## src/rtl/truth_table_sweeper_pkg.sv

```systemverilog
// ============================================================================
// Module : tts_pkg
// Brief  : Shared state encoding and table-depth helpers for the truth-table sweeper.
// Rev    : 1.0  initial release
// ============================================================================
`default_nettype none

package tts_pkg;

    localparam int c_MAX_IN_WIDTH = 5;
    localparam int c_TTS_DEPTH    = 2 ** c_MAX_IN_WIDTH;

    typedef logic [2:0] state_t;

    localparam logic [2:0] c_ST_IDLE   = 3'd0;
    localparam logic [2:0] c_ST_APPLY  = 3'd1;
    localparam logic [2:0] c_ST_SETTLE = 3'd2;
    localparam logic [2:0] c_ST_SAMPLE = 3'd3;
    localparam logic [2:0] c_ST_STORE  = 3'd4;
    localparam logic [2:0] c_ST_DONE   = 3'd5;

    function automatic int tts_depth(input int in_width);
        return 2 ** in_width;
    endfunction

endpackage

`default_nettype wire

```

## src/rtl/truth_table_sweeper_bit_synchronizer.sv

```systemverilog
// ============================================================================
// Module : bit_synchronizer
// Brief  : Two-flop synchronizer for a single asynchronous bit, reset to 0.
// Rev    : 1.0  initial release
// ============================================================================
`default_nettype none

module bit_synchronizer (
    input  logic clk,
    input  logic rst,
    input  logic i_d,
    output logic o_q
);

    logic r_meta;
    logic r_sync;

    always_ff @(posedge clk) begin
        if (rst) begin
            r_meta <= 1'b0;
            r_sync <= 1'b0;
        end else begin
            r_meta <= i_d;
            r_sync <= r_meta;
        end
    end

    assign o_q = r_sync;

endmodule

`default_nettype wire

```

## src/rtl/truth_table_sweeper.sv

```systemverilog
// ============================================================================
// Module : truth_table_sweeper
// Brief  : Sweeps every input vector of an asynchronous DUT and captures its
//          settled truth table together with a per-vector instability mask.
// Rev    : 1.0  initial release
// ============================================================================
`default_nettype none

module truth_table_sweeper
    import tts_pkg::*;
#(
    parameter int IN_WIDTH      = 5,
    parameter int SETTLE_CYCLES = 16,
    parameter int SAMPLES       = 8
) (
    input  logic                     clk,
    input  logic                     reset,
    input  logic                     start,
    output logic [IN_WIDTH-1:0]      dut_in,
    input  logic                     dut_out,
    output logic                     busy,
    output logic                     done,
    output logic [2**IN_WIDTH-1:0]   truth_table,
    output logic [2**IN_WIDTH-1:0]   unstable_mask
);

    localparam int c_DEPTH   = tts_depth(IN_WIDTH);
    localparam int c_CNT_MAX = (SETTLE_CYCLES > SAMPLES) ? SETTLE_CYCLES : SAMPLES;
    localparam int c_CNT_W   = $clog2(c_CNT_MAX + 1);

    localparam logic [c_CNT_W-1:0]  c_SETTLE_LAST = c_CNT_W'(SETTLE_CYCLES - 1);
    localparam logic [c_CNT_W-1:0]  c_SAMPLE_LAST = c_CNT_W'(SAMPLES - 1);
    localparam logic [IN_WIDTH:0]   c_LAST_VEC    = (IN_WIDTH + 1)'(c_DEPTH - 1);

    state_t              r_state;
    logic [IN_WIDTH:0]   r_vec;
    logic [c_CNT_W-1:0]  r_cnt;
    logic                r_ref;
    logic                r_last;
    logic                r_flag;
    logic                w_sample;

    bit_synchronizer u_sync (
        .clk (clk),
        .rst (reset),
        .i_d (dut_out),
        .o_q (w_sample)
    );

    always_ff @(posedge clk) begin
        if (reset) begin
            r_state       <= c_ST_IDLE;
            r_vec         <= '0;
            r_cnt         <= '0;
            r_ref         <= 1'b0;
            r_last        <= 1'b0;
            r_flag        <= 1'b0;
            dut_in        <= '0;
            busy          <= 1'b0;
            done          <= 1'b0;
            truth_table   <= '0;
            unstable_mask <= '0;
        end else begin
            case (r_state)
                c_ST_IDLE, c_ST_DONE: begin
                    if (start) begin
                        truth_table   <= '0;
                        unstable_mask <= '0;
                        r_vec         <= '0;
                        busy          <= 1'b1;
                        done          <= 1'b0;
                        r_state       <= c_ST_APPLY;
                    end
                end
                c_ST_APPLY: begin
                    dut_in  <= r_vec[IN_WIDTH-1:0];
                    r_cnt   <= '0;
                    r_state <= c_ST_SETTLE;
                end
                c_ST_SETTLE: begin
                    if (r_cnt == c_SETTLE_LAST) begin
                        r_cnt   <= '0;
                        r_state <= c_ST_SAMPLE;
                    end else begin
                        r_cnt <= r_cnt + 1'b1;
                    end
                end
                c_ST_SAMPLE: begin
                    // First sample is the reference; later ones only raise the sticky flag
                    if (r_cnt == '0) begin
                        r_ref  <= w_sample;
                        r_flag <= 1'b0;
                    end else if (w_sample != r_ref) begin
                        r_flag <= 1'b1;
                    end
                    r_last <= w_sample;
                    if (r_cnt == c_SAMPLE_LAST) begin
                        r_state <= c_ST_STORE;
                    end else begin
                        r_cnt <= r_cnt + 1'b1;
                    end
                end
                c_ST_STORE: begin
                    truth_table[r_vec[IN_WIDTH-1:0]]   <= r_last;
                    unstable_mask[r_vec[IN_WIDTH-1:0]] <= r_flag;
                    if (r_vec == c_LAST_VEC) begin
                        busy    <= 1'b0;
                        done    <= 1'b1;
                        r_state <= c_ST_DONE;
                    end else begin
                        r_vec   <= r_vec + 1'b1;
                        r_state <= c_ST_APPLY;
                    end
                end
                default: begin
                    r_state <= c_ST_IDLE;
                end
            endcase
        end
    end

endmodule

`default_nettype wire
```

## config.mk

```make
export PLATFORM = sky130hd
export DESIGN_NAME = truth_table_sweeper
export DESIGN_NICKNAME = d
export VERILOG_FILES = /design/src/rtl/truth_table_sweeper_pkg.sv /design/src/rtl/truth_table_sweeper_bit_synchronizer.sv /design/src/rtl/truth_table_sweeper.sv
export SDC_FILE = /design/constraint.sdc
export NUM_CORES = 1
export LEC_CHECK = 0
export CAP_MARGIN = 10
export CORE_MARGIN = 4
export CORE_UTILIZATION = 50
export DETAILED_ROUTE_END_ITERATION = 10
export PLACE_DENSITY = 0.77
export SYNTH_ARGS = -nofsm -noshare
export SYNTH_HDL_FRONTEND = slang
export SYNTH_SLANG_ARGS = --single-unit
```

## constraint.sdc

```tcl
create_clock -name clk -period 3.78 [get_ports clk]
set_clock_uncertainty 0.1 [all_clocks]
set_input_delay 1.134 -clock clk [delete_from_list [all_inputs] [get_ports clk]]
set_output_delay 1.134 -clock clk [all_outputs]
set_load 0.01 [all_outputs]
```

==> results of run 1 <==
==> registers in the layout, indices dropped and copies added, names as in the netlist <==
name and count:
r_vec 6, r_cnt 5, r_ref 1, busy 1, dut_in 5, u_sync.o_q 1, r_last 1, r_flag 1
done 1, r_state 3, u_sync.r_meta 1, truth_table 32, unstable_mask 32
==> cells in the mapped netlist (2+ instances only) <==
cell	n
dfxtp_1	90
nand2_1	43
a21oi_1	33
mux2i_1	32
o21ai_0	19
o2bb2ai_1	19
a22o_1	17
nor2_1	17
nand3_1	15
and3_1	13
buf_2	13
clkbuf_1	13
inv_1	12
ha_1	8
nor3_1	8
nand2b_1	7
or3_1	7
nor2b_1	5
a21o_1	4
buf_1	4
nand4_1	4
nand3b_1	3
or2_2	3
a211oi_1	2
a31oi_1	2
a41o_1	2
and3b_1	2
nor4_1	2
o21ai_1	2
xnor2_1	2
==> worst max-delay path, delay by kind of cell <==
family	cells	cell delay, ns
AOI/OAI and AO/OA	1	0.92
buffers and inverters	1	0.47
and+or+nand+nor	2	0.35
muxes	1	0.17
==> how the worst max path moves through the flow <==
stage	startpoint	cells past startpoint	to	slack, ns
2_1_floorplan	reset	4	r_state[1]	1.52
3_3_place_gp	start	5	truth_table[23]	0.60
3_5_place_dp	start	5	unstable_mask[19]	0.55
4_1_cts	start	5	unstable_mask[19]	0.91
5_1_grt	start	5	truth_table[2]	0.73
6_report	start	5	unstable_mask[19]	0.89
==> final cells by class <==
| type | instances | area share |
|---|---|---|
| Timing Repair Buffer | 77 | 0.155 |
| Multi-Input combinational cell | 294 | 0.401 |
| Sequential cell | 90 | 0.368 |
| Tap cell | 102 | 0.0261 |
| Inverter | 12 | 0.00921 |
| Clock buffer | 10 | 0.0261 |
| Clock inverter | 6 | 0.0148 |
==> report_power, final <==
part | internal (uW) | total [uW] | switching (uW) | leakage, uW
Combinational | 82.0 | 236 | 154 | 0.000848
Clock | 313 | 661 | 348 | 0.0000975
Sequential | 960 | 985 | 24.7 | 0.000726
==> kinds of logic after synthesis <==
family / Yosys count / share of synthesized area
AO/OA/AOI/OAI: 113 / 0.199
adder cells (fa/ha/maj): 8 / 0.0255
buffers and inverters: 42 / 0.0442
XOR/XNOR: 3 / 0.00668
AND/OR/NAND/NOR: 138 / 0.185
flip-flops: 90 / 0.458
multiplexers: 32 / 0.0815
==> stage by stage <==
stage                     power (uW)  worst slack, ns
after floorplan                 1190             1.52
after global placement          1230            0.604
after detailed placement        1240            0.550
after CTS                       1890            0.913
after global routing            1970            0.727
final                           1880            0.892
==> metal layers <==
metal / wire length (um) / GRT usage / vias up
met3: 580 / 0.0497 / 12
met1: 4500 / 0.294 / 1652
li1: - / - / 1662
met5: 0 / 0 / -
met4: 150 / 0.0605 / 0
met2: 4570 / 0.330 / 119
==> results.cfg, run 1 <==
[timing]
holdWs_ns = 0.341
setup_viol = 0
drv_slew = 0
fin_setup_tns_ns = 0
max_freq_mhz = 346
slew_headroom = 0.243
min_period_over_period = 0.764
min_period_ns = 2.89
tightestPinTransition_ns = 1.14
rsz0062_at_grt = no
finalHoldViolations = 0

[floorplanning]
die_y_um = 96.7
dieArea_um2 = 9350
ios = 75
core_area_um2 = 7690
die_x_um = 96.7
row_count = 32
initial_utilization = 0.511

[drt]
dr.pass1.iters = 6
ant_nets = 0
routed_wl_um = 9800
wl_per_cell_um = 16.6
first_iter_violations = 254
vias_per_cell = 5.83
vias = 3445
drc = 0

[finish]
syn_to_final_growth_pct = 24.4
fin_area_um2 = 4890
final_common_cell = dfxtp_1
final-instance-count-excl-fill = 591
nFillCells = 651
multi_input_area_um2 = 1960
register_area_um2 = 1800
final_nets = 496
n_antenna_cell = 0
final_cell_mix = 90 x dfxtp_1, 73 x clkdlybuf4s50_1, 43 x nand2_1
layout-drive-gt1-share = 0.0593
final_core_util = 0.636

[logic_synthesis]
yosysTopAreaCellShare = 0.458
avgSynthCellArea_um2 = 9.23
synthDistinctLibCells = 53
synth_seq_cells = 90
synth.area.top_cells = dfxtp_1 46%, mux2i_1 8.1%, o2bb2ai_1 4.2%
yosysSeqAreaShare = 0.458
async_reset_ff_frac = 0
yosysWarningCount = 0
synthFlopType = dfxtp_1
netlist_instances = 426
synth_edf_count = 0
synth_largest_area_cell = dfxtp_1
syn_area_um2 = 3930
syn_nets = 438

[worst_setup_path]
critPathMaxFanout = 26
reg2reg_to = unstable_mask[19]
required_ns = 3.95
cp-end-kind = flop
start_kind = input port
crit-reg2reg-launch = r_state[1]
crit_arrival_ns = 3.06
r2r_setup_slack_ns = 1.57
crit_slowest_cell = a21oi_2
critical_path.cell_chain = clkdlybuf4s50_1, nor2b_1, a21oi_2, nand2_1, mux2i_1
critPathKind = input port to flop
critPathMaxStageDelay_ns = 0.92
reg2reg_depth = 4

[clock_network]
cts_tree = yes
clockRootBuffer = clkbuf_8
path_clk_slew_ns = 0.09
cts_buffer_depth = 2
clock_latency_ns = 0.36
htree_levels = 3
ctsHoldBuffers = 0
cts.repair.resized = 0
cts_sinks = 90
numCtsBuffers = 9
cts_setup_buffers = 0

[place]
globalplace.congestion = 0.902
detailed_place_hpwl_um = 6830
placedCellCount = 575
port_buffers = 74
dpl_cell_area_um2 = 4690

[global_route]
grt_pass1_vias = 3356
grt_max_degree = 44
track_usage = 0.212
grt_pass1_wl_um = 16600
antenna_found_initial = 0
overflow = 0

[power]
ir_drop_v = 0.000183
powerDensity_nw_per_um2 = 385
p_leak_uw = 0.00167

[worst_hold_path]
min_path_type = flop to flop
holdCritStartpoint = u_sync.r_meta
holdPathEnd = u_sync.o_q
min_delay_path_depth = 1

[run_status]
status = finished clean

[job]
cap_violations = 0
Power figures use the tool's default switching activity.
==> run 2, diff against run 1 <==
CORE_UTILIZATION = 47   (was 50)
PLACE_DENSITY = 0.76   (was 0.77)
clock period = 2.4 ns   (was 3.78 ns; I/O delays follow)
==> run 2 against run 1 <==
  * Total power is 66% higher
  * Critical path depth shrank 4
  * Via count up 2.0%
  * Non-clock buffer count rose by 18
  * Wire length grew 2.4%
  * Final cell count increased by 3.6%
  * Register-to-register slack worse by 1.2 ns
  * Die area rose by 5.8%
==> results.cfg, run 2 (synthesis gave the netlist of run 1 again) <==
[worst_setup_path]
crit-reg2reg-launch = r_vec[3]
required_ns = 1.58
critPathMaxFanout = 2
critPathKind = flop to output port
reg2reg_to = truth_table[29]
crit_slowest_cell = clkdlybuf4s50_1
start_kind = flop
critPathTopFamily = buffers and inverters
r2r_setup_slack_ns = 0.41
critical_path.cell_chain = clkdlybuf4s50_1
path_buf_inv = 1
cp-end-kind = output port
reg2reg_depth = 3
crit_arrival_ns = 1.29
critPathMaxStageDelay_ns = 0.55

[global_route]
grt_pass1_wl_um = 16200
antenna_found_initial = 0
overflow = 0
grt_max_degree = 37
track_usage = 0.202
grt_pass1_vias = 3379

[power]
p_int_uw = 2270
p_clk_frac = 0.370
powerDensity_nw_per_um2 = 616
total_power_uw = 3130
p_leak_uw = 0.00178
p_comb_frac = 0.142
power_switching_uw = 855
seq_power_share = 0.488
sw_frac_of_total = 0.273
ir_drop_v = 0.000367

[finish]
final_core_util = 0.622
final_common_cell = dfxtp_1
nFillCells = 705
syn_to_final_growth_pct = 29.2
n_antenna_cell = 0
top_regs = truth_table: 32 flops, unstable_mask: 32 flops, r_vec: 6 flops
final_cell_mix = 90 x dfxtp_1, 73 x clkdlybuf4s50_1, 43 x nand2_1
layout-drive-gt1-share = 0.0947
final_nets = 514

[timing]
min_period_ns = 2.11
max_freq_mhz = 475
tightestPinTransition_ns = 0.674
min_period_over_period = 0.877
slew_headroom = 0.544
finalHoldViolations = 0
setup_viol = 0
drv_slew = 0
rsz0062_at_grt = no
fin_setup_tns_ns = 0

[drt]
first_iter_violations = 275
dr.pass1.iters = 5
routed_wl_um = 10000
drc = 0
vias = 3515
ant_nets = 0
vias_per_cell = 5.74
wl_per_cell_um = 16.4

[clock_network]
path_clk_slew_ns = 0.09
htree_levels = 3
ctsHoldBuffers = 0
cts_buffer_depth = 2
cts_setup_buffers = 0
cts_sinks = 90
clock_latency_ns = 0.37
numCtsBuffers = 9
cts_tree = yes
clockRootBuffer = clkbuf_8
cts.repair.resized = 0

[worst_hold_path]
holdPathEnd = u_sync.o_q
min_delay_path_depth = 1
holdCritStartpoint = u_sync.r_meta
min_path_type = flop to flop

[floorplanning]
initial_utilization = 0.481
dieArea_um2 = 9890
row_count = 33
die_x_um = 99.5
ios = 75
die_y_um = 99.5
core_area_um2 = 8180

[run_status]
status = finished clean

[place]
port_buffers = 74
globalplace.congestion = 0.862
detailed_place_hpwl_um = 7120

[job]
cap_violations = 0
==> run 2: worst max-delay path by stage <==
stage / startpoint / to / slack (ns) / cells past startpoint
floorplan: reset / r_state[1] / 0.55 / 4
global placement: start / unstable_mask[24] / 0.05 / 6
detailed placement: start / truth_table[23] / 0.02 / 7
CTS: unstable_mask[23] / unstable_mask[23] / 0.29 / 1
global route: truth_table[2] / truth_table[2] / 0.25 / 1
finish: unstable_mask[23] / unstable_mask[23] / 0.29 / 1
==> run 2: cell type report <==
type | count | area (um2) | share of cell area
Clock buffer | 9 | 124 | 0.0244
Clock inverter | 7 | 101 | 0.0199
Inverter | 12 | 45.0 | 0.00886
Multi-Input combinational cell | 294 | 1960 | 0.386
Sequential cell | 90 | 1800 | 0.355
Tap cell | 105 | 131 | 0.0259
Timing Repair Buffer | 95 | 918 | 0.181
==> run 2: power groups by stage <==
stage / clock [uW] / combinational (uW) / sequential (uW)
5_1_grt: 1230 / 484 / 1530
3_3_place_gp: 0 / 427 / 1560
2_1_floorplan: 0 / 308 / 1560
4_1_cts: 1160 / 439 / 1530
3_5_place_dp: 0 / 436 / 1560
6_report: 1160 / 445 / 1530
==> run 2: routing by layer <==
layer  up-vias  GRT usage  part of all wire
met5         -          0                 0
met4         0     0.0830             0.024
met3        25     0.0337             0.058
met2       142      0.326              0.46
met1      1654      0.268              0.46
li1       1694          -                 -
==> run 2: stage by stage <==
stage | cells | hold WS [ns] | instance area, um2 | setup slack, ns
after floorplan | 426 | 0.314 | 3930 | 0.552
after global routing | 612 | 0.382 | 5080 | 0.245
after CTS | 612 | 0.362 | 5080 | 0.285
after global placement | 596 | 0.324 | 4860 | 0.0505
after detailed placement | 596 | 0.346 | 4860 | 0.0228
final | 612 | 0.359 | 5080 | 0.294
==> run 3, diff against run 2 <==
SYNTH_HIERARCHICAL = 1   (was default)
==> run 3 against run 2 <==
  * Clock power fell by 7%
  * Final cell count decreased by 1.3%
  * Via count decreased by 4.0%
  * Count of clock-buffer cells in the layout is 1 higher
  * Critical path depth stayed put
==> results.cfg, run 3 <==
[run_status]
status = finished clean

[finish]
nFillCells = 684
final_nets = 506
final_core_util = 0.618
layout-drive-gt1-share = 0.0802
register_area_um2 = 1800
final_common_cell = dfxtp_1
syn_to_final_growth_pct = 28.3
final_cell_mix = 90 x dfxtp_1, 74 x clkdlybuf4s50_1, 52 x nand2_1
top_regs = truth_table: 32 flops, unstable_mask: 32 flops, r_vec: 6 flops
n_antenna_cell = 0
multi_input_area_um2 = 1960

[logic_synthesis]
synth.most_common_cell = dfxtp_1
synthTopCellsByCount = 90 x dfxtp_1, 52 x nand2_1, 37 x a21oi_1
synthDistinctLibCells = 52
syn_area_um2 = 3940
synth_seq_cells = 90
async_reset_ff_frac = 0
synth.area.top_cells = dfxtp_1 46%, mux2i_1 8.1%, nand2_1 5.0%
netlist_instances = 425
synthFlopType = dfxtp_1
synth_largest_area_cell = dfxtp_1
syn_nets = 437
yosysSeqAreaShare = 0.457
yosysWarningCount = 6
synth_edf_count = 0
avgSynthCellArea_um2 = 9.27
yosysTopAreaCellShare = 0.457

[timing]
rsz0062_at_grt = no
min_period_over_period = 0.886
max_freq_mhz = 470
finalHoldViolations = 0
tightestPinTransition_ns = 0.635
holdWs_ns = 0.347
slew_headroom = 0.574
drv_slew = 0
fin_setup_tns_ns = 0
setup_viol = 0
min_period_ns = 2.13

[global_route]
grt_max_degree = 32
overflow = 0
antenna_found_initial = 0
track_usage = 0.194
grt_pass1_wl_um = 15500
grt_pass1_vias = 3118

[power]
total_power_uw = 3070
ir_drop_v = 0.000378
p_leak_uw = 0.00179
powerDensity_nw_per_um2 = 607

[clock_network]
ctsHoldBuffers = 0
path_clk_slew_ns = 0.10
clock_latency_ns = 0.36
clockRootBuffer = clkbuf_8
cts_setup_buffers = 0
cts_tree = yes
cts_sinks = 90
cts.repair.resized = 0
numCtsBuffers = 9
htree_levels = 3
cts_buffer_depth = 2

[drt]
routed_wl_um = 9700
dr.pass1.iters = 4
wl_per_cell_um = 16.1
first_iter_violations = 194
drc = 0
ant_nets = 0
vias = 3374
vias_per_cell = 5.59

[worst_setup_path]
crit-reg2reg-launch = r_vec[3]
cp-end-kind = output port
start_kind = flop
critPathTopFamily = buffers and inverters
crit_slowest_cell = clkdlybuf4s50_1
critPathMaxStageDelay_ns = 0.56
startpoint = unstable_mask[9]
critPathKind = flop to output port
reg2reg_depth = 4
crit_cells = 1
path_buf_inv = 1
critPathMaxFanout = 2
required_ns = 1.58
crit_arrival_ns = 1.31
critical_path.cell_chain = clkdlybuf4s50_1

[worst_hold_path]
min_delay_path_depth = 1
min_path_type = flop to flop
holdCritStartpoint = u_sync/r_meta

[job]
cap_violations = 0

[floorplanning]
dieArea_um2 = 9920
row_count = 33
initial_utilization = 0.482
die_y_um = 99.6
die_x_um = 99.6
core_area_um2 = 8180
ios = 75

[place]
detailed_place_hpwl_um = 6830
port_buffers = 74
globalplace.congestion = 0.854
[run 3: worst paths after layout]
| path | end | slack [ns] |
|---|---|---|
| setup / recovery | unstable_mask[9] | 0.27 |
| hold / removal | u_sync/o_q | 0.35 |
| hold reg to reg | u_sync/o_q | 0.35 |
| setup reg to reg | r_state[2] | 0.48 |
[run 3: final cells by class]
class,count,area share
Multi-Input combinational cell,290,0.388
Sequential cell,90,0.356
Timing Repair Buffer,91,0.179
Clock buffer,10,0.0272
Tap cell,105,0.0260
Clock inverter,6,0.0144
Inverter,12,0.00891
[run 3: where the power goes]
group / total (uW) / switching [uW] / internal (uW)
Clock: 1080 / 561 / 521
Sequential: 1540 / 22.4 / 1520
Combinational: 448 / 269 / 179
[run 3: per-layer routing]
metal | share of wire | GRT usage | up-vias | wire (um)
met5 | 0 | 0 | - | 0
met4 | 0.016 | 0.0662 | 0 | 153
met3 | 0.060 | 0.0337 | 11 | 578
met2 | 0.47 | 0.317 | 107 | 4520
met1 | 0.46 | 0.260 | 1590 | 4440
li1 | - | - | 1666 | -
[run 3: cell families after synthesis]
group / synth area share
mux: 0.0813
xor+xnor: 0.00667
buf+inv: 0.0460
fa+ha+maj: 0.0254
simple gates: 0.170
flops: 0.457
compound gates: 0.214
[run 3: metrics by stage]
stage | setup slack [ns] | cell area, um2 | cells
2_1_floorplan | 0.464 | 3940 | 425
3_3_place_gp | 0.0732 | 4850 | 588
3_5_place_dp | 0.0121 | 4850 | 588
4_1_cts | 0.269 | 5060 | 604
5_1_grt | 0.235 | 5060 | 604
6_report | 0.274 | 5060 | 604
